$ cat src/rtl/tile_ram_pkg.sv
// rtl/tile_ram_pkg.sv - shared types and constants for the tile RAM arbiter
// Contents: RAM geometry, tile codes, game request struct, arbiter state encoding,
//           address range helper.
package tile_ram_pkg;

    localparam int ADDR_W         = 11;
    localparam int DATA_W         = 3;
    localparam int NUM_TILES      = 1200;
    localparam int ROW_TILES      = 40;
    localparam int FIFO_DEPTH_DEF = 4;

    localparam logic [ADDR_W-1:0] LAST_ADDR = ADDR_W'(NUM_TILES - 1);

    typedef enum logic [DATA_W-1:0] {
        FAL      = 3'd0,
        FELFAL   = 3'd1,
        PACMAN   = 3'd2,
        UT       = 3'd4,
        PONT     = 3'd5,
        NAGYPONT = 3'd6
    } tile_code_t;

    typedef struct packed {
        logic              we;
        logic [ADDR_W-1:0] addr;
        logic [DATA_W-1:0] wdata;
    } tile_req_t;

    typedef enum logic [1:0] {
        ST_IDLE  = 2'd0,
        ST_SERVE = 2'd1,
        ST_CLEAR = 2'd2
    } arb_state_t;

    function automatic logic addr_in_range(input logic [ADDR_W-1:0] addr);
        return addr < ADDR_W'(NUM_TILES);
    endfunction

endpackage

$ cat src/rtl/tile_req_fifo.sv
// rtl/tile_req_fifo.sv - synchronous FIFO holding queued game requests
// Ports: clk, rst (sync, active-high); push_i/wdata_i write side; pop_i read side with
//        rdata_o showing the head entry combinationally; full_o, empty_o, count_o status.
// A push while full and a pop while empty are ignored. DEPTH must be a power of 2.
module tile_req_fifo #(
    parameter int WIDTH = 15,
    parameter int DEPTH = 4,
    localparam int PW   = $clog2(DEPTH),
    localparam int CW   = PW + 1
) (
    input  logic             clk,
    input  logic             rst,
    input  logic             push_i,
    input  logic [WIDTH-1:0] wdata_i,
    input  logic             pop_i,
    output logic [WIDTH-1:0] rdata_o,
    output logic             full_o,
    output logic             empty_o,
    output logic [CW-1:0]    count_o
);

    logic [WIDTH-1:0] mem_q [DEPTH];
    logic [PW-1:0]    wr_ptr_q;
    logic [PW-1:0]    rd_ptr_q;
    logic [CW-1:0]    count_q;
    logic             do_push;
    logic             do_pop;

    assign full_o  = (count_q == CW'(DEPTH));
    assign empty_o = (count_q == '0);
    assign count_o = count_q;
    assign rdata_o = mem_q[rd_ptr_q];

    assign do_push = push_i && !full_o;
    assign do_pop  = pop_i && !empty_o;

    always_ff @(posedge clk) begin
        if (do_push) begin
            mem_q[wr_ptr_q] <= wdata_i;
        end
    end

    // Pointers wrap naturally because DEPTH is a power of 2.
    always_ff @(posedge clk) begin
        if (rst) begin
            wr_ptr_q <= '0;
            rd_ptr_q <= '0;
            count_q  <= '0;
        end else begin
            if (do_push) begin
                wr_ptr_q <= wr_ptr_q + 1'b1;
            end
            if (do_pop) begin
                rd_ptr_q <= rd_ptr_q + 1'b1;
            end
            case ({do_push, do_pop})
                2'b10:   count_q <= count_q + 1'b1;
                2'b01:   count_q <= count_q - 1'b1;
                default: count_q <= count_q;
            endcase
        end
    end

endmodule

$ cat src/rtl/tile_ram_arbiter.sv
// rtl/tile_ram_arbiter.sv - shares the single tile RAM port between VGA scanout and game logic
// Ports: clk, rst (sync, active-high);
//        vga_active/vga_addr -> vga_dout : scanout reads, highest priority;
//        req_valid/req_ready/req_we/req_addr/req_wdata : queued game requests;
//        rsp_valid/rsp_rdata : in-order read responses, one cycle after issue;
//        ram_addr/ram_we/ram_din/ram_dout : the RAM port (sync read, 1-cycle latency);
//        clr_start/clr_value/clr_busy : fill sweep, only when TILE_ARB_CLEAR_EN is defined.
// Macro TILE_ARB_CLEAR_EN adds the CLEAR state that fills all tiles with clr_value.
module tile_ram_arbiter
    import tile_ram_pkg::*;
#(
    parameter int FIFO_DEPTH = FIFO_DEPTH_DEF
) (
    input  logic              clk,
    input  logic              rst,
    input  logic              vga_active,
    input  logic [ADDR_W-1:0] vga_addr,
    output logic [DATA_W-1:0] vga_dout,
    input  logic              req_valid,
    output logic              req_ready,
    input  logic              req_we,
    input  logic [ADDR_W-1:0] req_addr,
    input  logic [DATA_W-1:0] req_wdata,
    output logic              rsp_valid,
    output logic [DATA_W-1:0] rsp_rdata,
`ifdef TILE_ARB_CLEAR_EN
    input  logic              clr_start,
    input  logic [DATA_W-1:0] clr_value,
    output logic              clr_busy,
`endif
    output logic [ADDR_W-1:0] ram_addr,
    output logic              ram_we,
    output logic [DATA_W-1:0] ram_din,
    input  logic [DATA_W-1:0] ram_dout
);

    localparam int CW = $clog2(FIFO_DEPTH) + 1;

    tile_req_t     push_req;
    tile_req_t     head;
    logic          fifo_full;
    logic          fifo_empty;
    logic [CW-1:0] fifo_count;
    logic          push;
    logic          game_issue;
    logic          fifo_drained;

    arb_state_t    state_q, state_d;
    logic          rsp_pend_q, rsp_pend_d;
    logic          rsp_zero_q, rsp_zero_d;

`ifdef TILE_ARB_CLEAR_EN
    logic [ADDR_W-1:0] clr_addr_q, clr_addr_d;
    logic [DATA_W-1:0] clr_value_q, clr_value_d;
    logic              clr_write;
    logic              clr_accept;

    assign clr_busy   = (state_q == ST_CLEAR);
    assign clr_accept = clr_start && !clr_busy;
    assign req_ready  = !rst && !fifo_full && !clr_busy;
`else
    assign req_ready  = !rst && !fifo_full;
`endif

    assign push     = req_valid && req_ready;
    assign push_req = '{we: req_we, addr: req_addr, wdata: req_wdata};

    tile_req_fifo #(
        .WIDTH($bits(tile_req_t)),
        .DEPTH(FIFO_DEPTH)
    ) u_fifo (
        .clk    (clk),
        .rst    (rst),
        .push_i (push),
        .wdata_i(push_req),
        .pop_i  (game_issue),
        .rdata_o(head),
        .full_o (fifo_full),
        .empty_o(fifo_empty),
        .count_o(fifo_count)
    );

    // The queue runs dry after this cycle when the last entry leaves and nothing replaces it.
    assign fifo_drained = fifo_empty || (game_issue && (fifo_count == CW'(1)) && !push);

    always_ff @(posedge clk) begin
        if (rst) begin
            state_q    <= ST_IDLE;
            rsp_pend_q <= 1'b0;
            rsp_zero_q <= 1'b0;
        end else begin
            state_q    <= state_d;
            rsp_pend_q <= rsp_pend_d;
            rsp_zero_q <= rsp_zero_d;
        end
    end

    always_comb begin
        state_d = state_q;
        case (state_q)
            ST_IDLE: begin
`ifdef TILE_ARB_CLEAR_EN
                if (clr_accept) begin
                    state_d = ST_CLEAR;
                end else
`endif
                if (!vga_active && !fifo_drained) begin
                    state_d = ST_SERVE;
                end
            end
            ST_SERVE: begin
`ifdef TILE_ARB_CLEAR_EN
                if (clr_accept) begin
                    state_d = ST_CLEAR;
                end else
`endif
                if (vga_active || fifo_drained) begin
                    state_d = ST_IDLE;
                end
            end
`ifdef TILE_ARB_CLEAR_EN
            ST_CLEAR: begin
                if (!vga_active && (clr_addr_q == LAST_ADDR)) begin
                    state_d = ST_IDLE;
                end
            end
`endif
            default: state_d = ST_IDLE;
        endcase
    end

    // Port owner is picked every cycle. The first blank cycle already issues the FIFO head,
    // so there is no bubble between VGA release and game traffic.
    always_comb begin
        ram_addr   = head.addr;
        ram_we     = 1'b0;
        ram_din    = head.wdata;
        game_issue = 1'b0;
`ifdef TILE_ARB_CLEAR_EN
        clr_write  = 1'b0;
`endif
        if (vga_active) begin
            ram_addr = vga_addr;
        end else if (!rst) begin
`ifdef TILE_ARB_CLEAR_EN
            if (state_q == ST_CLEAR) begin
                ram_addr  = clr_addr_q;
                ram_we    = 1'b1;
                ram_din   = clr_value_q;
                clr_write = 1'b1;
            end else
`endif
            if (!fifo_empty) begin
                game_issue = 1'b1;
                ram_we     = head.we && addr_in_range(head.addr);
            end
        end
    end

    assign rsp_pend_d = game_issue && !head.we;
    assign rsp_zero_d = !addr_in_range(head.addr);

    assign rsp_valid  = rsp_pend_q;
    assign rsp_rdata  = rsp_zero_q ? '0 : ram_dout;
    assign vga_dout   = ram_dout;

`ifdef TILE_ARB_CLEAR_EN
    always_comb begin
        clr_addr_d  = clr_addr_q;
        clr_value_d = clr_value_q;
        if (clr_accept) begin
            clr_addr_d  = '0;
            clr_value_d = clr_value;
        end else if (clr_write) begin
            clr_addr_d  = clr_addr_q + 1'b1;
        end
    end

    always_ff @(posedge clk) begin
        if (rst) begin
            clr_addr_q  <= '0;
            clr_value_q <= '0;
        end else begin
            clr_addr_q  <= clr_addr_d;
            clr_value_q <= clr_value_d;
        end
    end
`endif

endmodule

$ cat config.mk
export PLATFORM = sky130hd
export DESIGN_NAME = tile_ram_arbiter
export DESIGN_NICKNAME = d
export VERILOG_FILES = /design/src/rtl/tile_ram_pkg.sv /design/src/rtl/tile_req_fifo.sv /design/src/rtl/tile_ram_arbiter.sv
export SDC_FILE = /design/constraint.sdc
export NUM_CORES = 1
export LEC_CHECK = 0
export CORE_MARGIN = 3
export CORE_UTILIZATION = 47
export CTS_CLUSTER_DIAMETER = 60
export DETAILED_ROUTE_END_ITERATION = 6
export PLACE_DENSITY_LB_ADDON = 0.05
export REMOVE_ABC_BUFFERS = 1
export SKIP_LAST_GASP = 1
export SLEW_MARGIN = 0
export SYNTH_ARGS = -nofsm -noshare
export SYNTH_HDL_FRONTEND = slang
export SYNTH_SLANG_ARGS = --single-unit
$ cat constraint.sdc
create_clock -name clk -period 2.46 [get_ports clk]
set_input_delay 0.492 -clock clk [delete_from_list [all_inputs] [get_ports clk]]
set_output_delay 0.492 -clock clk [all_outputs]
set_load 0.01 [all_outputs]
==> results.toml <==
[timing]
setup_viol = 1
slew_headroom = 0.5794
max_freq_mhz = 406.2
slew_violations = 0
worstMarginPinSlew_ns = 0.6261
whs_ns = 0.5048
fin_ws_ns = -0.002146
skew_ns = 0.01545
finalSetupTns_ns = -0.002146
period_minus_slack_ns = 2.462
rsz0062_at_grt = "yes"
hold_viol = 0
fin_crit_sh = 1.001

[cells_and_area]
mostFrequentLayoutCells = "60 x edfxtp_1, 39 x clkdlybuf4s50_1, 18 x buf_4, 11 x mux2_2"
finalNetCount = 288
drive_above_1_share = 0.3189
area_growth_pct = 34.85
antenna_cells = 0
mostFrequentLayoutCell = "edfxtp_1"

[routing]
postRouteAntennaNets = 0
drt-pass1-iter-count = 4
drt_iter0_drc = 106
viasPerCell = 5.432
vias = 1787
drc = 0
wl_um = 5820
wl_per_cell_um = 17.69

[clock_tree]
cts_tree = "yes"
clk_latency_ns = 0.33
root_buffer = "clkbuf_8"
clock-sinks = 71
hold_buffers = 0
clk_pin_slew_ns = 0.08
cts_buffers = 9
cts-htree-levels = 3
clock_path_buffers = 2

[synthesis]
yosysWarnings = 0
yosysUniqueCellTypes = 35
synth-seq-area-share = 0.6762
synth_seq_cells = 71
yosysTopAreaCellShare = 0.6025
syn_inst = 165
yosys.area.top_type = "edfxtp_1"
synth_area_leaders = "edfxtp_1 60%, mux4_1 11%, dfxtp_1 7.4%, mux2_2 4.5%, mux4_2 2.3%"
syn_area_per_cell_um2 = 18.12
netlist_area_um2 = 2990

[critical_path]
ff2ff_path_depth = 9
cp_max_fo = 5
path_cells = "buf_12, buf_8, mux4_2, buf_6, mux2_4, buf_6"
r2r_start = "u_fifo.count_o[2]"
critPathLaunchType = "flop"
crit_type = "flop to output port"
r2r_setup_slack_ns = 0.22
cpMostUsedCell = "buf_6"
r2r_end = "u_fifo.count_o[2]"
critPathMaxStageDelay_ns = 0.52
endpoint_kind = "output port"
cp_slowest_cell = "mux4_2"
arrival_ns = 1.97
cp.required_ns = 1.97

[worst_hold_path]
hold_class = "input port to flop"
hold_depth = 2
hp-start = "rst"
holdPathEnd = "u_fifo.count_o[2]"

[power_and_ir_drop]
seqPwrFrac = 0.501
internal_power_w = 0.002129
p_sw_frac = 0.2182
leakage_nw = 1.440
p_switching_w = 0.0005942
power.share.combinational = 0.135
clkPwrFrac = 0.364
ir_drop_mv = 0.4198
power.total_w = 0.002723
power.density_cell_area_nw_per_um2 = 675.3

[die]
coreArea_um2 = 6026
io_pins = 56
rows = 28
die_w_um = 85.77
floorplan.die_area_um2 = 7356
die_h_um = 85.77
start_util = 0.4963

[global_routing]
first_global_vias = 1839
grt_usage = 0.1723
grt_max_degree = 16
antenna_found_initial = 0
grt_pass1_wl_um = 9404
grt-ovfl-total = 0

[run_status]
violations = "setup timing"
status = "finished, violations left"

[flow_run]
cap_violations = 0

[placement]
hpwl_um = 3898
routabilityCongestion = 0.6961
dp_slack_ns = -0.1313
port_buffers = 55
## flip-flops by register name (all words and copies together), names as in the netlist, named ones only
name and cells:
u_fifo.rd_ptr_q 2, rsp_zero_q 1, u_fifo.wr_ptr_q 2, rsp_valid 1, u_fifo.count_o 3, u_fifo.mem_q 60
## synth_stat cells
cell,n
nand2b_1,1
nor3_1,3
nand3_1,1
o31ai_1,2
buf_6,1
nor2b_1,3
o21ai_0,1
or4b_2,1
mux4_2,3
ha_1,5
or3_1,1
fa_1,1
nor3b_1,1
mux4_1,12
a211oi_2,1
o41ai_1,1
buf_2,1
inv_1,8
nand2_1,1
a21oi_1,8
buf_1,2
or4_1,2
nor4_1,1
mux2_2,12
nor2_1,6
and3b_1,1
buf_12,1
o21ai_1,1
dfxtp_1,11
o211a_1,1
and2_1,4
edfxtp_1,60
buf_4,3
xor2_1,2
clkbuf_1,2
## power by group through the flow
| stage | Combinational (W) | Sequential [W] | Clock [W] |
|---|---|---|---|
| after floorplan | 0.000142 | 0.00139 | 0 |
| after global placement | 0.000334 | 0.00138 | 0 |
| after detailed placement | 0.000347 | 0.00139 | 0 |
| after CTS | 0.000365 | 0.00136 | 0.00101 |
| after global routing | 0.000397 | 0.00137 | 0.00109 |
| final | 0.000367 | 0.00136 | 0.000992 |
## worst max path at each step
stage          start  depth (start not counted)  slack [ns]           endpoint
3_3_place_gp     rst                          5       -0.05             ram_we
4_1_cts         flop                          8       -0.15             ram_we
3_5_place_dp     rst                          8       -0.13  u_fifo.count_o[2]
6_report        flop                          6      -0.002        ram_addr[7]
5_1_grt         flop                          6       -0.06        ram_addr[7]
2_1_floorplan   flop                          3        0.26             ram_we
## critical path, delay by kind of cell (launching register included)
| kind | cells | cell delay (ns) |
|---|---|---|
| mux | 2 | 0.78 |
| buf+inv | 4 | 0.49 |
| flops | 1 | 0.39 |
## logic make-up after synthesis
| family | synth area share |
|---|---|
| AOI/OAI and AO/OA | 0.03221 |
| xor gates and xnor gates | 0.005859 |
| adders and majority gates | 0.02762 |
| buffers and inverters | 0.03473 |
| DFF | 0.6762 |
| muxes | 0.1732 |
| and+or+nand+nor | 0.05021 |
## cell type report
cell class | instances | area (um^2)
sequential | 71 | 2026
clock buffer | 9 | 123.9
clock inverter | 7 | 95.09
tap | 75 | 93.84
timing repair buffer | 83 | 822.0
fill | 421 | 1993
multi-input combinational | 76 | 842.1
inverter | 8 | 30.03
## through the flow
| stage | cells | area (um^2) | utilization |
|---|---|---|---|
| 5_1_grt | 329 | 4033 | 0.6692 |
| 6_report | 329 | 4033 | 0.6692 |
| 2_1_floorplan | 155 | 2917 | - |
| 4_1_cts | 326 | 4015 | 0.6663 |
| 3_5_place_dp | 301 | 3756 | 0.6233 |
| 3_3_place_gp | 301 | 3756 | 0.6233 |
## metal layers
layer,up-vias,global-route usage,share of wire
met4,0,0.05612,0.010
met2,58,0.2874,0.51
met5,-,0,0
li1,817,-,-
met1,906,0.2151,0.43
met3,6,0.05379,0.054
## repair_timing
| item | in CTS | in global routing |
|---|---|---|
| gates cloned | 1 | 0 |
| setup buffers | 8 | 4 |
| pin swaps | 0 | 1 |
| setup endpoints to repair | 15 | 11 |
| gates resized for setup | 58 | 8 |
(Power assumes the default switching activity.)
